**src/rtl/pulse_window_counter.sv**
```systemverilog
// Counts rising edges of count_pulse over fixed WINDOW-cycle windows while enabled and
// publishes each total through a single-entry valid/ready register; results that cannot be stored are dropped.
module pulse_window_counter #(
    parameter int CNT_W  = 8,
    parameter int WINDOW = 16
) (
    input  logic             clk,
    input  logic             rst_n,
    input  logic             enable,
    input  logic             count_pulse,
    output logic [CNT_W-1:0] out_count,
    output logic             out_sat,
    output logic             out_valid,
    input  logic             out_ready,
    output logic             overrun,
    output logic             busy
);

    localparam int WIN_W = $clog2(WINDOW);
    localparam logic [WIN_W-1:0] WIN_LAST = WIN_W'(WINDOW - 1);

    typedef enum logic {S_IDLE, S_COUNT} state_e;

    state_e             state_q;
    logic               pulse_q;
    logic [CNT_W-1:0]   acc_q, acc_d;
    logic               sat_q, sat_d;
    logic [WIN_W-1:0]   win_q;
    logic [CNT_W-1:0]   out_count_q;
    logic               out_sat_q, out_valid_q, overrun_q, busy_q;
    logic               evt, win_last, accept;

    always_comb begin
        evt      = count_pulse & ~pulse_q;
        win_last = (win_q == WIN_LAST);
        accept   = out_valid_q & out_ready;
        acc_d    = acc_q + CNT_W'(evt);
        sat_d    = sat_q;
        // A full accumulator holds its value and remembers that an event was lost.
        if (evt && (&acc_q)) begin
            acc_d = acc_q;
            sat_d = 1'b1;
        end
    end

    always_ff @(posedge clk or negedge rst_n) begin
        if (!rst_n) begin
            state_q     <= S_IDLE;
            pulse_q     <= 1'b0;
            acc_q       <= '0;
            sat_q       <= 1'b0;
            win_q       <= '0;
            out_count_q <= '0;
            out_sat_q   <= 1'b0;
            out_valid_q <= 1'b0;
            overrun_q   <= 1'b0;
            busy_q      <= 1'b0;
        end else begin
            pulse_q   <= count_pulse;
            overrun_q <= 1'b0;
            if (accept)
                out_valid_q <= 1'b0;

            if (state_q == S_IDLE) begin
                if (enable) begin
                    state_q <= S_COUNT;
                    busy_q  <= 1'b1;
                    acc_q   <= '0;
                    sat_q   <= 1'b0;
                    win_q   <= '0;
                end
            end else begin
                if (!enable) begin
                    // Abort beats a coinciding window close: the partial window is discarded.
                    state_q <= S_IDLE;
                    busy_q  <= 1'b0;
                    acc_q   <= '0;
                    sat_q   <= 1'b0;
                    win_q   <= '0;
                end else if (win_last) begin
                    acc_q <= '0;
                    sat_q <= 1'b0;
                    win_q <= '0;
                    if (!out_valid_q || out_ready) begin
                        out_count_q <= acc_d;
                        out_sat_q   <= sat_d;
                        out_valid_q <= 1'b1;
                    end else begin
                        overrun_q <= 1'b1;
                    end
                end else begin
                    acc_q <= acc_d;
                    sat_q <= sat_d;
                    win_q <= win_q + 1'b1;
                end
            end
        end
    end

    assign out_count = out_count_q;
    assign out_sat   = out_sat_q;
    assign out_valid = out_valid_q;
    assign overrun   = overrun_q;
    assign busy      = busy_q;

endmodule

```
**config.mk**
```make
export PLATFORM = sky130hd
export DESIGN_NAME = pulse_window_counter
export DESIGN_NICKNAME = d
export VERILOG_FILES = /design/src/rtl/pulse_window_counter.sv
export SDC_FILE = /design/constraint.sdc
export NUM_CORES = 1
export LEC_CHECK = 0
export ABC_AREA = 1
export CORE_UTILIZATION = 35
export CTS_CLUSTER_DIAMETER = 120
export DETAILED_ROUTE_END_ITERATION = 10
export GPL_TIMING_DRIVEN = 0
export PLACE_DENSITY = 0.54
export SETUP_SLACK_MARGIN = 0.1
export SYNTH_ARGS = -nofsm -noshare
export SYNTH_HDL_FRONTEND = slang
export SYNTH_SLANG_ARGS = --single-unit
```
**constraint.sdc**
```tcl
create_clock -name clk -period 3 [get_ports clk]
set_clock_uncertainty 0.05 [all_clocks]
set_input_delay 0.6 -clock clk [delete_from_list [all_inputs] [get_ports clk]]
set_output_delay 0.6 -clock clk [all_outputs]
set_load 0.05 [all_outputs]
```
After elaboration in Yosys (flattened, before gate mapping)
Index checks and enable logic that the tools add are counted.
- add/sub/neg operators: 2
- equality and inequality tests: 2
- mux-type cells: 27
- bitwise operators: 3
- reduce and logical (&&, ||, !) cells: 7
- operator list (operator ; count):
    $mux W8 ; 5
    $mux W1 ; 18
    $mux W4 ; 4
    $add A8 B1 Y8 ; 1
    $reduce_and A8 Y1 ; 1
    $add A4 B1 Y4 const B ; 1
    $eq A4 B4 Y1 const B ; 1
    $reduce_and A4 Y1 ; 1
    $and A1 B1 Y1 ; 2
    $ne A2 B2 Y1 const B ; 1
    $reduce_and A2 Y1 ; 1
    $reduce_bool A2 Y1 ; 1
    $logic_and A1 B1 Y1 ; 1
    $logic_not A1 Y1 ; 1
    $logic_or A1 B1 Y1 ; 1
    $not A1 Y1 ; 1
- register bits after elaboration: 27
- bits of input ports: 5
- output and inout bits: 12
- logic and storage cells: 51

Longest topological paths before layout
Gate-level depths: netlist (run 1).
- depth in word-level cells: 7
- depth in mapped cells: 10
- depth with buffers taken out: 10

Least setup slack after synthesis (run 1)
OpenSTA, ideal clock, no wires.
- path type: input -> register
- start: input port count_pulse
- end: register out_count_q[7], in the netlist out_count[7]
- library setup time: 0.118 ns
- data arrival time: 1.475 ns
- required time: 2.832 ns
- setup slack: 1.357 ns
- stages: 10
- path buffers: 0
- path through: inv_1 > nor2_1 > ha_1 > nand2_1 > nor2_1 > nand2_1 > nand2_1 > nand3_2 > nand2_1 > nand2_1
- longest elaborated chain between the ends: 3
- elaborated cells on any way between the ends: 4
- those cells by class: add/sub: 1; mux: 1; bitwise: 1; reduce/logical: 1
- ends and longest elaborated chain (element ; RTL line ; RTL):
    start, declared ; 10 ; input logic count_pulse,
    $and A1 B1 Y1 * ; 34 ; evt = count_pulse & ~pulse_q;
    $add A8 B1 Y8 / $logic_and A1 B1 Y1 (equally long branches) ; 37, 40 ;
    $mux W8 * ; 40 ; if (evt && (&acc_q)) begin
    end signal, assigned ; 53 ; out_count_q <= '0;
    end signal, assigned ; 85 ; out_count_q <= acc_d;
    end, declared ; 29 ; logic [CNT_W-1:0] out_count_q;
Every way passes the cells marked *; elsewhere a longest branch is shown, timed or not.
A chain may end at the register's enable or synchronous reset.

Final worst setup path (run 1)
- start: register out_count_q[1], in the netlist out_count[1]
- end: output port out_count[1]
- RTL lines (element ; RTL line ; RTL):
    end, declared ; 11 ; output logic [CNT_W-1:0] out_count,
No word-level cell between the ends.

==> metrics.cfg, run 1 <==
[floorplanning]
initial_core_util_pct = 36.7
dieArea_um2 = 4120
fp.dieW_um = 64.2
core-area_um2 = 3690
io_pins = 17
row_count = 22
die_y_um = 64.2

[global_route]
grt_pass1_vias = 1092
grtUsageTotal_pct = 15.4
grt.overflow.total = 0
met2_usage_pct = 23.7
grt_pass1_wl_mm = 4.90
grtUsageMet3_pct = 2.50
top_usage_layer = met2
grt_max_degree = 28
grt_use_met1_pct = 21.8
antenna_found_initial = 0

[pwr]
ir_drop_mv = 0.176
power_density_nw_per_um2 = 396
p_total_w = 0.000640
leakage_nw = 0.827

[layout]
diodes = 0
postLayoutCellArea_um2 = 1620
drive_above_1_share_pct = 10.7
fin_cells = 235
synthToLayoutAreaGrowth_pct = 19.5
nets = 198

[synthesis]
netlist.area_leader.share_pct = 50.0
ys_warn_count = 0
synth_area_leaders = dfrtp_1 (50%), nand2_1 (19%), nand3_2 (5.2%), inv_1 (5.0%), ha_1 (4.6%)
synth-seq-area-share_pct = 50.0
synthCells = 167
avgSynthCellArea_um2 = 8.10
synth_cell_types = 22
syn_area_um2 = 1350
ys_seq_elements = 27
synth_top_cell_by_area = dfrtp_1
syn-num-nets = 177

[setup_path]
crit_path_top_delay_cell = clkdlybuf4s50_1
regToRegSetupSlack_ps = 1440
path_max_fanout = 2
cp_num_buf_inv = 1
critical-path-max-stage-delay_ps = 810
cp-start-kind = flip-flop
cp.depth = 1
worstSetupEndpointType = primary output
cp.required_ps = 2350
worst-r2r-cell-count = 9
arrival_ps = 1450
crit_chain = clkdlybuf4s50_1
cpLargestDelayFamily = buffers and inverters
path_class = flip-flop to primary output

[run]
cap_viol_max_count = 0

[clock_tree]
post_cts_resized = 0
ctsHoldBuffers = 0
tritoncts = done
cts_buffer_depth = 2
cts_root_buf = clkbuf_8
clkTransAtPathRegs_ps = 100
clk-insertion-delay-late_ps = 280
numClockSinks = 27
cts_made_buffers = 3
cts_setup_buffers = 0
htreeDepth = 1

[route]
wirelength_mm = 2.64
drc_errors = 0
num_vias = 1065
routedWlPerCell_um = 11.2
drtIter0Drc = 21
ant_nets = 0
via_per_inst = 4.53
first_pass_iters = 4

[sta]
worst_slew_pin_slew_ps = 689
final_max_slew_viol_count = 0
hold_viol = 0
max_slew_margin_pct = 54.1
grt_setup_unrepaired = false
fin_crit_sh_pct = 70.1
post-route-min-period_ps = 2100
max_freq_ghz = 0.476
setup-violations-final = 0
hold-worst-slack_ps = 286
fin_setup_tns_ps = 0

[place]
port-buffer-count = 16
dp_hpwl_mm = 1.92
place.gp.congestion = 0.758
dpl_cell_area_um2 = 1570
dp.cells = 231

[worst_hold_path]
hp-class = primary input to asynchronous set/reset pin

[outcome]
status = finished clean

[logic make-up after synthesis]
kind of cell             Yosys count  synth area share [%]
buffers and inverters             22                  6.94
flip-flops                        27                  50.0
adder cells (fa/ha/maj)            5                  4.63
AND/OR/NAND/NOR                   97                  31.5
XOR/XNOR                           1                 0.648
AO/OA/AOI/OAI                     15                  6.38
[per-layer routing]
metal / vias up / share of wire, %
met5: - / 0
met4: 0 / 1.4
met3: 3 / 3.3
met2: 17 / 44
met1: 489 / 51
li1: 556 / -
[final cells by class]
cell class | instances | area [um2]
inverters | 19 | 71.3
well taps | 48 | 60.1
clock inverters | 1 | 7.51
clock buffers | 3 | 41.3
plain buffers | 3 | 22.5
flip-flops and latches | 27 | 676
repair buffers | 16 | 155
fillers | 389 | 2070
multi-input cells | 118 | 583
[path summary, 6_finish.rpt]
| check | startpoint | end |
|---|---|---|
| max | out_count[1] | out_count[1] |
| min | rst_n | acc_q[1] |
| max reg2reg | pulse_q | out_count[6] |
| min reg2reg | out_count[7] | out_count[7] |
| max in group asynchronous | rst_n | overrun |
| min in group clk | out_count[7] | out_count[7] |
[placed cells by master, fill, tap and decap left out, drive strengths merged]
cell type       n
clkdlybuf4s50  15
nand3          11
clkbuf          5
a21oi           5
xor2            1
clkinvlp        1
nor3            1
o21ai           7
inv            19
nand3b          1
a31oi           2
o22ai           1
dfrtp          27
nand2          71
nor2           13
ha              5
buf             2
[flip-flops by register name, indices dropped and copies added, names as in the netlist]
register,flops
win_q,4
busy,1
overrun,1
out_count,8
out_valid,1
out_sat,1
sat_q,1
pulse_q,1
state_q,1
acc_q,8
[worst register-to-register path: stages, from the launching register on]
cell and delay (ps):
dfrtp_1 370, nor2_1 240, ha_1 200, nand2_1 100
nor2_1 180, nand2_1 80, nand2_1 70, nand3_2 70
nand2_1 70, nand2_1 50
[where the power goes]
part | internal, W | switching (W) | total (W)
registers | 0.000370 | 0.00000477 | 0.000374
clock network | 0.0000947 | 0.000127 | 0.000221
logic | 0.0000138 | 0.0000309 | 0.0000446
total | 0.000478 | 0.000162 | 0.000640
[synth_stat cells]
master	count
nand3_2	7
a31oi_1	2
inv_2	1
nand3b_1	1
dfrtp_1	27
nor2_2	2
o21ai_0	6
o22ai_1	1
nand2_1	70
nand3_1	4
xor2_1	1
o21ai_2	1
a21oi_2	1
buf_4	1
buf_6	1
a21oi_1	4
ha_1	5
inv_1	18
nand2_2	1
nor2_1	11
clkbuf_1	1
nor3_1	1
[through the flow]
stage	utilization [%]	worst slack, ps
after floorplan	-	1360
after global placement	42.6	700
after detailed placement	42.6	650
after CTS	44.0	878
after global routing	43.8	655
final	43.8	897
Power figures use the tool's default switching activity.
==> run 2: changes to the inputs <==
--- a/config.mk
+++ b/config.mk
@@ -10,7 +10,7 @@
 export CTS_CLUSTER_DIAMETER = 120
 export DETAILED_ROUTE_END_ITERATION = 10
 export GPL_TIMING_DRIVEN = 0
-export PLACE_DENSITY = 0.54
+export PLACE_DENSITY = 0.56
 export SETUP_SLACK_MARGIN = 0.1
 export SYNTH_ARGS = -nofsm -noshare
 export SYNTH_HDL_FRONTEND = slang
==> constraint.sdc (replaced) <==
create_clock -name clk -period 1.7 [get_ports clk]
set_clock_uncertainty 0.05 [all_clocks]
set_input_delay 0.34 -clock clk [delete_from_list [all_inputs] [get_ports clk]]
set_output_delay 0.34 -clock clk [all_outputs]
set_load 0.05 [all_outputs]
==> run 2 against run 1 <==
Compared with the run above: sequential share of layout area is 2.3 points lower; combinational power increased by 100%; final area up 5.7%; global-route usage up 0.10 points; routed wire length increased by 8.2%; count of clock-buffer cells in the layout increased by 1; flip-flop and latch count unchanged; hold slack lost 270 ps; register-to-register slack worse by 1200 ps; total power grew 76%; worst setup slack lost 750 ps; sequential power is 77% higher.
==> metrics.cfg, run 2 (same netlist as run 1, synthesis figures left out) <==
[setup_path]
path_class = flip-flop to primary output  ; unchanged
startpoint = out_count[2]  ; was out_count[1]
cp-start-kind = flip-flop  ; unchanged
worst-r2r-cell-count = 6  ; was 9
arrival_ps = 1160  ; was 1450 ps
regToRegSetupSlack_ps = 200  ; was 1440 ps
cpLargestDelayFamily = buffers and inverters  ; unchanged
path_max_fanout = 2  ; unchanged
cp.required_ps = 1310  ; was 2350 ps
cp_num_buf_inv = 1  ; unchanged
crit_path_top_delay_cell = dlygate4sd2_1  ; was clkdlybuf4s50_1
r2r_start = win_q[0]  ; was pulse_q
worstSetupEndpointType = primary output  ; unchanged
crit_chain = dlygate4sd2_1  ; was clkdlybuf4s50_1
critical-path-max-stage-delay_ps = 530  ; was 810 ps
r2r_end = out_count[0]  ; was out_count[6]

[place]
port-buffer-count = 16  ; unchanged
place.gp.congestion = 0.785  ; was 0.758
dp_hpwl_mm = 1.93  ; was 1.92 mm
dpl_cell_area_um2 = 1570  ; unchanged

[floorplanning]
io_pins = 17  ; unchanged
row_count = 22  ; unchanged
die_y_um = 64.2  ; unchanged
core-area_um2 = 3690  ; unchanged
fp.dieW_um = 64.2  ; unchanged
initial_core_util_pct = 36.7  ; unchanged
dieArea_um2 = 4120  ; unchanged

[route]
drtIter0Drc = 13  ; was 21
first_pass_iters = 6  ; was 4
drc_errors = 0  ; unchanged
num_vias = 1109  ; was 1065
via_per_inst = 4.66  ; was 4.53
wirelength_mm = 2.86  ; was 2.64 mm
ant_nets = 0  ; unchanged
routedWlPerCell_um = 12.0  ; was 11.2 um

[pwr]
power_density_nw_per_um2 = 658  ; was 396 nW/um2
ir_drop_mv = 0.417  ; was 0.176 mV
leakage_nw = 0.927  ; was 0.827 nW

[sta]
max_slew_margin_pct = 59.5  ; was 54.1%
setup-violations-final = 0  ; unchanged
max_freq_ghz = 0.645
fin_crit_sh_pct = 91.2
post-route-min-period_ps = 1550
grt_setup_unrepaired = false  ; unchanged
final_max_slew_viol_count = 0  ; unchanged
worst_slew_pin_slew_ps = 607  ; was 689 ps
hold-worst-slack_ps = 11.8  ; was 286 ps
hold_viol = 0  ; unchanged

[layout]
final_common_cell = nand2_1  ; unchanged
diodes = 0  ; unchanged
nets = 201  ; was 198
postLayoutCellArea_um2 = 1710  ; was 1620 um2
layout_common_cells = nand2_1 (68), dfrtp_1 (27), inv_1 (16), dlygate4sd2_1 (10), nor2_1 (8)  ; was nand2_1 (70), dfrtp_1 (27), inv_1 (18), clkdlybuf4s50_1 (15), nor2_1 (11)
drive_above_1_share_pct = 17.4  ; was 10.7%
synthToLayoutAreaGrowth_pct = 26.4  ; was 19.5%

[global_route]
grt_max_degree = 28  ; unchanged
grt_pass1_wl_mm = 5.01  ; was 4.90 mm
grtUsageTotal_pct = 15.5  ; was 15.4%
grt_pass1_vias = 1084  ; was 1092
antenna_found_initial = 0  ; unchanged
grt.overflow.total = 0  ; unchanged

[outcome]
status = finished clean  ; unchanged

[clock_tree]
clkTransAtPathRegs_ps = 90  ; was 100 ps
clk-insertion-delay-late_ps = 270  ; was 280 ps
numClockSinks = 27  ; unchanged
cts_made_buffers = 3  ; unchanged
cts_root_buf = clkbuf_8  ; unchanged
cts_buffer_depth = 2  ; unchanged
tritoncts = done  ; unchanged
ctsHoldBuffers = 0  ; unchanged
htreeDepth = 1  ; unchanged

[run]
cap_viol_max_count = 0  ; unchanged

[worst_hold_path]
hp-class = primary input to asynchronous set/reset pin  ; unchanged

[run 2: worst max path at each step]
stage                               to  cells past startpoint  slack, ps
after floorplan           out_count[7]                     10        320
after global placement    out_count[7]                     11       -350
after detailed placement  out_count[7]                     11       -350
after CTS                 out_count[6]                     11         90
after global routing      out_count[2]                      1        110
final                     out_count[2]                      1        150
[run 2: repair_timing]
item / 4_1_cts / 5_1_grt
resized for setup: 24 / 15
setup buffers: 0 / 2
pin swaps: 0 / 2
cloned: 1 / 0
setup endpoints to repair: 53 / 17
[run 2: layout make-up]
type | instances | area, um2
Fill cell | 377 | 1980
Sequential cell | 27 | 676
Multi-Input combinational cell | 118 | 663
Timing Repair Buffer | 18 | 160
Inverter | 19 | 73.8
Tap cell | 48 | 60.1
Clock buffer | 4 | 45.0
Buffer | 3 | 23.8
Timing Repair inverter | 1 | 7.51
[run 2: through the flow]
stage / util (%) / setup WS [ps] / std cells / total power (W) / TNS [ps]
6_report: 46.3 / 149 / 238 / 0.00113 / 0
4_1_cts: 44.3 / 92.1 / 236 / 0.00113 / 0
2_1_floorplan: - / 317 / 167 / 0.000714 / 0
3_5_place_dp: 42.6 / -350 / 231 / 0.000755 / -10430
5_1_grt: 46.3 / 112 / 238 / 0.00117 / 0
3_3_place_gp: 42.6 / -351 / 231 / 0.000753 / -9820
[run 2: routing by layer]
layer | part of all wire (%) | up-vias | global-route usage [%]
met1 | 50 | 519 | 22.0
met3 | 3.0 | 5 | 2.32
met5 | 0 | - | 0
met4 | 1.3 | 0 | 4.17
met2 | 46 | 20 | 24.7
li1 | - | 565 | -
[run 2: power breakdown]
group / switching, W / leakage [nW] / total, W / internal, W
registers: 0.0000103 / 0.369 / 0.000662 / 0.000652
logic: 0.0000620 / 0.535 / 0.0000907 / 0.0000287
clock network: 0.000204 / 0.0228 / 0.000372 / 0.000168
total: 0.000276 / 0.927 / 0.00113 / 0.000849
==> run 3: changes to the inputs <==
--- a/config.mk
+++ b/config.mk
@@ -8,6 +8,7 @@
 export ABC_AREA = 1
 export CORE_UTILIZATION = 35
 export CTS_CLUSTER_DIAMETER = 120
+export CTS_CLUSTER_SIZE = 16
 export DETAILED_ROUTE_END_ITERATION = 10
 export GPL_TIMING_DRIVEN = 0
 export PLACE_DENSITY = 0.56
==> results of run 3 <==
The final DEF is identical to that of run 2; final timing and power are the same.
